$ cat src/rtl/id_ex_stage_reg.sv
// ID/EX pipeline register with load-use hazard detection and bubble insertion.
// Optional bubble counter is enabled by defining ID_EX_BUBBLE_CNT_EN.
module id_ex_stage_reg #(
    parameter int XLEN = 32,
    parameter int REGW = 5
) (
    input  logic            clk,
    input  logic            rst_n,
    input  logic            ValidD,
    input  logic            RegWriteD,
    input  logic            MemWriteD,
    input  logic            MemReadD,
    input  logic            ALUSrcD,
    input  logic            ResultSrcD,
    input  logic [2:0]      BranchD,
    input  logic [2:0]      ALUControlD,
    input  logic [XLEN-1:0] PCD,
    input  logic [XLEN-1:0] RD1D,
    input  logic [XLEN-1:0] RD2D,
    input  logic [XLEN-1:0] ImmExtD,
    input  logic [REGW-1:0] Rs1D,
    input  logic [REGW-1:0] Rs2D,
    input  logic [REGW-1:0] RdD,
    input  logic            StallE,
    input  logic            FlushE,
    output logic            ValidE,
    output logic            RegWriteE,
    output logic            MemWriteE,
    output logic            MemReadE,
    output logic            ALUSrcE,
    output logic            ResultSrcE,
    output logic [2:0]      BranchE,
    output logic [2:0]      ALUControlE,
    output logic [XLEN-1:0] PCE,
    output logic [XLEN-1:0] RD1E,
    output logic [XLEN-1:0] RD2E,
    output logic [XLEN-1:0] ImmExtE,
    output logic [REGW-1:0] Rs1E,
    output logic [REGW-1:0] Rs2E,
    output logic [REGW-1:0] RdE,
`ifdef ID_EX_BUBBLE_CNT_EN
    output logic [31:0]     BubbleCount,
`endif
    output logic            LoadUseStall
);

    logic bubble;
    logic update;

    assign LoadUseStall = ValidE & MemReadE & (RdE != '0) & ValidD
                        & ((RdE == Rs1D) | (RdE == Rs2D));

    // Flush beats stall; a held stage never inserts a load-use bubble.
    assign bubble = FlushE | (~StallE & LoadUseStall);
    assign update = FlushE | ~StallE;

    always_ff @(posedge clk or negedge rst_n) begin
        if (!rst_n) begin
            ValidE      <= 1'b0;
            RegWriteE   <= 1'b0;
            MemWriteE   <= 1'b0;
            MemReadE    <= 1'b0;
            ALUSrcE     <= 1'b0;
            ResultSrcE  <= 1'b0;
            BranchE     <= '0;
            ALUControlE <= '0;
            PCE         <= '0;
            RD1E        <= '0;
            RD2E        <= '0;
            ImmExtE     <= '0;
            Rs1E        <= '0;
            Rs2E        <= '0;
            RdE         <= '0;
        end else if (update) begin
            ValidE      <= bubble ? 1'b0 : ValidD;
            RegWriteE   <= bubble ? 1'b0 : RegWriteD;
            MemWriteE   <= bubble ? 1'b0 : MemWriteD;
            MemReadE    <= bubble ? 1'b0 : MemReadD;
            ALUSrcE     <= bubble ? 1'b0 : ALUSrcD;
            ResultSrcE  <= bubble ? 1'b0 : ResultSrcD;
            BranchE     <= bubble ? 3'b000 : BranchD;
            ALUControlE <= bubble ? 3'b000 : ALUControlD;
            // Datapath fields load even on a bubble; nothing downstream uses them.
            PCE         <= PCD;
            RD1E        <= RD1D;
            RD2E        <= RD2D;
            ImmExtE     <= ImmExtD;
            Rs1E        <= Rs1D;
            Rs2E        <= Rs2D;
            RdE         <= RdD;
        end
    end

`ifdef ID_EX_BUBBLE_CNT_EN
    always_ff @(posedge clk or negedge rst_n) begin
        if (!rst_n)
            BubbleCount <= '0;
        else if (bubble && (BubbleCount != 32'hFFFF_FFFF))
            BubbleCount <= BubbleCount + 32'd1;
    end
`endif

endmodule

$ cat config.mk
export PLATFORM = sky130hd
export DESIGN_NAME = id_ex_stage_reg
export DESIGN_NICKNAME = d
export VERILOG_FILES = /design/src/rtl/id_ex_stage_reg.sv
export SDC_FILE = /design/constraint.sdc
export NUM_CORES = 1
export LEC_CHECK = 0
export ABC_AREA = 1
export BUFFER_PORTS_ARGS = -buffer_cell sky130_fd_sc_hd__buf_4
export CELL_PAD_IN_SITES_DETAIL_PLACEMENT = 0
export CELL_PAD_IN_SITES_GLOBAL_PLACEMENT = 1
export CORE_UTILIZATION = 30
export CTS_BUF_LIST = sky130_fd_sc_hd__clkbuf_2
export CTS_CLUSTER_DIAMETER = 150
export DETAILED_ROUTE_END_ITERATION = 7
export GPL_TIMING_DRIVEN = 0
export PLACE_DENSITY = 0.76
export SETUP_SLACK_MARGIN = 0.2
export SLEW_MARGIN = 25
export SYNTH_ARGS = -nofsm -noshare
export SYNTH_HDL_FRONTEND = slang
export SYNTH_SLANG_ARGS = --single-unit
$ cat constraint.sdc
create_clock -name clk -period 1.45 [get_ports clk]
set_clock_uncertainty 0.05 [all_clocks]
set_input_delay 0.435 -clock clk [delete_from_list [all_inputs] [get_ports clk]]
set_output_delay 0.435 -clock clk [all_outputs]
set_load 0.01 [all_outputs]
### After elaboration in Yosys (flattened, before gate mapping)

Cells that the tools add are included.

| storage, ports and cells | value |
|---|---|
| register bits | 155 |
| output and inout port bits | 156 |
| input port bits | 159 |
| logic and storage cells | 35 |

| cells by class | value |
|---|---|
| reductions and logical operators | 1 |
| equality and inequality tests | 2 |
| bitwise logic cells | 9 |
| multiplexer cells | 8 |

Operators with widths:

| operator | number |
|---|---|
| $eq A5 B5 Y1 | 2 |
| $mux W1 | 6 |
| $mux W3 | 2 |
| $and A1 B1 Y1 | 5 |
| $reduce_bool A5 Y1 | 1 |
| $or A1 B1 Y1 | 3 |
| $not A1 Y1 | 1 |

### Logic depth before layout (Yosys ltp)

| depth | value |
|---|---|
| depth in word-level cells | 7 |
| depth in mapped cells | 10 |
| depth with buffers taken out | 9 |

### Worst setup path before layout

No wires, ideal clock.

| path | value |
|---|---|
| kind | flip-flop to output port |
| start point | register RdE[3] |
| end point | output LoadUseStall |
| data required time | 0.965 ns |
| path buffers | 1 |
| data arrival time | 1.102 ns |
| path slack | -0.137 ns |
| cell stages (with the launch flop) | 10 |
| cells stage by stage | dfrtp_1 inv_2 nand2_1 nand2_1 nor2_1 nand3_1 nand2_1 nand2_2 buf_6 inv_1 |

| between the ends | value |
|---|---|
| word-level cells in the longest chain between the ends | 4 |
| elaborated cells on any way between the ends | 7 |
| those cells by class | eq/ne: 2; bitwise: 4; reduce/logical: 1 |

RTL lines:

| item | RTL line | source |
|---|---|---|
| start: declaration | 40 | `output logic [REGW-1:0] RdE,` |
| start signal: assignment | 90 | `RdE <= RdD;` |
| $reduce_bool A5 Y1 | 50 | `assign LoadUseStall = ValidE & MemReadE & (RdE != '0) & ValidD` |
| $and A1 B1 Y1 (2 in series) | 50 |  |
| $and A1 B1 Y1 (*) | 51 | `& ((RdE == Rs1D) \| (RdE == Rs2D));` |
| end: declaration | 44 | `output logic LoadUseStall` |

Every way passes the cells marked *; elsewhere a longest branch is shown, timed or not.

### Final worst setup path

Same ends and word-level chain as after synthesis.

==> run_results.csv <==
group,metric,value,unit
clock_tree,numCtsBuffers,17,
floorplan,die_x,146,µm
global_routing,grt.overflow.total,0,
synth,yosys_warnings,0,
timing,rsz0062_at_grt,"yes",
finish,final_cells,1568,
critical_path,cp.arrival,1.96,ns
timing,final.setup.worst_slack,-0.991,ns
placement,numPortBuffers,314,
pwr,power_density,855,mW/mm²
critical_path,critical_path_class,"reg2out",
synth,synth_cells,722,
detailed_routing,routed_wl,22.0,mm
global_routing,grt_start_max_net_pins,82,
synth,synth_top_cells_by_area,"dfrtp_1, nand2_1, buf_4, nand3_2, inv_1",
global_routing,grt_first_pass_wirelength,34.6,mm
critical_path,worstSetupStartpointType,"register",
timing,fin_crit_sh,168,%
finish,area_delta_synth_final,92.6,%
global_routing,grt_pass1_vias,6794,
clock_tree,clock_sinks,155,
floorplan,initial_core_util,30.7,%
placement,hpwl,13.9,mm
run_status,outcome,"finished, violations left",
clock_tree,cts_tree,"yes",
run_status,violations,"setup timing",
clock_tree,clkTransAtPathRegs,0.22,ns
timing,worstMarginPinSlew,0.591,ns
clock_tree,htree_num_levels,4,
placement,gp_congestion,0.807,
timing,holdWs,0.135,ns
placement,dp_slack,-0.428,ns
synth,synthesis.nets,881,
critical_path,worst-path-max-fanout,5,
detailed_routing,drc,0,
critical_path,worst_setup_path_end_kind,"output port",
timing,min_period,2.44,ns
global_routing,antenna_found_initial,1,
finish,nets,1443,
synth,synth-seq-cells,155,
synth,yosys.area.top_type,"dfrtp_1",
floorplan,design.portCount,315,
global_routing,met2_usage,35.9,%
pwr,ir_drop,0.575,mV
detailed_routing,vias,6647,
floorplan,dieArea,0.0213,mm²
synth,ys_types,17,
global_routing,grtUsageMet3,6.27,%
global_routing,busiest_layer,"met2",
detailed_routing,ant_nets,0,
detailed_routing,drtPass1Iterations,4,
finish,fillers,1801,
global_routing,grt.total_usage,20.7,%
timing,finalSetupViolCount,168,
clock_tree,clk_latency,0.69,ns
synth,synth_area,0.00620,mm²
floorplan,num_rows,52,
synth,ys_seq_area_share,62.5,%
synth,synth.avg_cell_area,8.59,µm²
timing,hold_viol_final,0,
placement,placed_area,0.00894,mm²
run,drv_cap,0,
global_routing,groute.layer.met1.usage,23.9,%
detailed_routing,drt_iter0_markers,224,
floorplan,core,0.0202,mm²
finish,drive_gt1_share,36.8,%
detailed_routing,wl_per_cell,14.0,µm
placement,dpl.cell_count,1307,
clock_tree,cts_root_buf,"clkbuf_2",
worst_hold_path,hp-class,"in2reg",
clock_tree,clock_path_buffers,2,
detailed_routing,vias_per_cell,4.24,
synth,synth_top_area_share,62.5,%
floorplan,die_h,146,µm
finish,fin_area,0.0120,mm²
pwr,power.leakage,6.44,nW
timing,slew_headroom,60.6,%
critical_path,required,0.97,ns
timing,max_freq,410,MHz
timing,report.final.slew_viol_count,0,
-- critical path: stages, from the launching register on --
cell     delay (ns)
dfrtp_2        0.47
inv_2          0.07
nand2_2        0.06
nand2_2        0.06
nor2_2         0.11
nand3_1        0.08
nand2_1        0.08
nand2_2        0.08
buf_8          0.13
inv_4          0.04
buf_6          0.08
-- per-layer routing --
| layer | part of all wire [%] | up-vias |
|---|---|---|
| met4 | 2.7 | 0 |
| met3 | 6.2 | 35 |
| met2 | 51 | 232 |
| met1 | 41 | 3089 |
| met5 | 0 | - |
| li1 | - | 3291 |
-- registers in the layout, indices dropped and copies added, names as in the netlist --
name,flops
MemWriteE,1
ResultSrcE,1
RD2E,32
ImmExtE,32
ValidE,1
BranchE,3
RdE,5
MemReadE,1
Rs1E,5
ALUControlE,3
RD1E,32
Rs2E,5
RegWriteE,1
PCE,32
ALUSrcE,1
-- cell type report --
cell class	count	area, µm²	area share, %
Multi-Input combinational cell	503	2020	16.9
Clock buffer	17	85.1	0.712
Sequential cell	155	3880	32.5
Inverter	29	111	0.932
Buffer	35	238	1.99
Tap cell	270	338	2.83
Timing Repair Buffer	543	5100	42.7
Antenna cell	1	2.50	0.0209
Clock inverter	15	171	1.43
-- worst paths after layout --
path / start / endpoint / slack, ns / cells after the start
worst max-delay path: RdE[3] / LoadUseStall / -0.99 / 10
worst min-delay path: FlushE / ResultSrcE / 0.13 / 5
worst max register to register: RdE[3] / ALUControlE[2] / -0.15 / 12
worst min register to register: ImmExtE[14] / ImmExtE[14] / 0.47 / 2
max in group asynchronous: rst_n / RdE[4] / 0.30 / 3
min in group asynchronous: rst_n / RD1E[9] / 0.21 / 2
-- cells in the final DEF, fill, tap and decap left out --
master and count:
clkinv_1 2, clkinv_4 2, xnor2_1 2, buf_6 160, nand3_2 12, dfrtp_1 151, bufinv_16 3, clkinvlp_4 2
buf_4 238, nor2_2 4, inv_6 3, dlygate4sd3_1 158, nor2_1 15, diode_2 1, buf_2 11, buf_8 2
inv_1 22, buf_16 1, nand4_1 2, clkbuf_2 17, inv_2 6, nand2_2 6, clkbuf_8 2, nand2_1 448
clkbuf_1 5, dlygate4sd1_1 1, nand3_1 2, o21ai_0 12, clkinv_2 3, inv_4 1, dfrtp_2 4
-- Yosys cell counts --
cell           number
nand3_1             5
inv_2               6
clkbuf_8            2
xnor2_1             2
buf_4              15
buf_6               1
clkbuf_1            5
nand3_2             9
inv_1              23
nand2_2             1
o21ai_0            12
nand2_1           453
buf_2              11
nor2_1             19
nand4_1             2
dfrtp_1           155
dlygate4sd1_1       1
-- power by group --
group | total [mW] | leakage [nW] | switching [mW] | internal [mW]
clock | 2.60 | 0.150 | 1.64 | 0.962
sequential | 4.95 | 1.86 | 0.273 | 4.68
combinational | 2.66 | 4.43 | 1.06 | 1.60
-- cells by family after synthesis --
group	count (synthesis)	synth area share, %
AND/OR/NAND/NOR	489	30.7
AO/OA/AOI/OAI	12	0.968
XOR/XNOR	2	0.282
flip-flops	155	62.5
buffers and inverters	64	5.53
-- metrics by stage --
| step | power (mW) | utilization [%] | setup TNS (ns) |
|---|---|---|---|
| global route | 10.8 | 59.1 | -74.44 |
| global placement | 6.79 | 44.0 | -190.18 |
| floorplan | 5.62 | - | -0.0944 |
| finish | 10.2 | 59.1 | -49.29 |
| detailed placement | 6.82 | 44.2 | -34.35 |
| CTS | 10.2 | 57.6 | -65.28 |
-- repair_timing --
action	4_1_cts	5_1_grt
buffers inserted	37	33
pin swaps	5	8
resized for setup	159	15
hold buffers	158	0
hold endpoints to repair	229	0
setup endpoints to repair	168	168
Power figures use the tool's default switching activity.
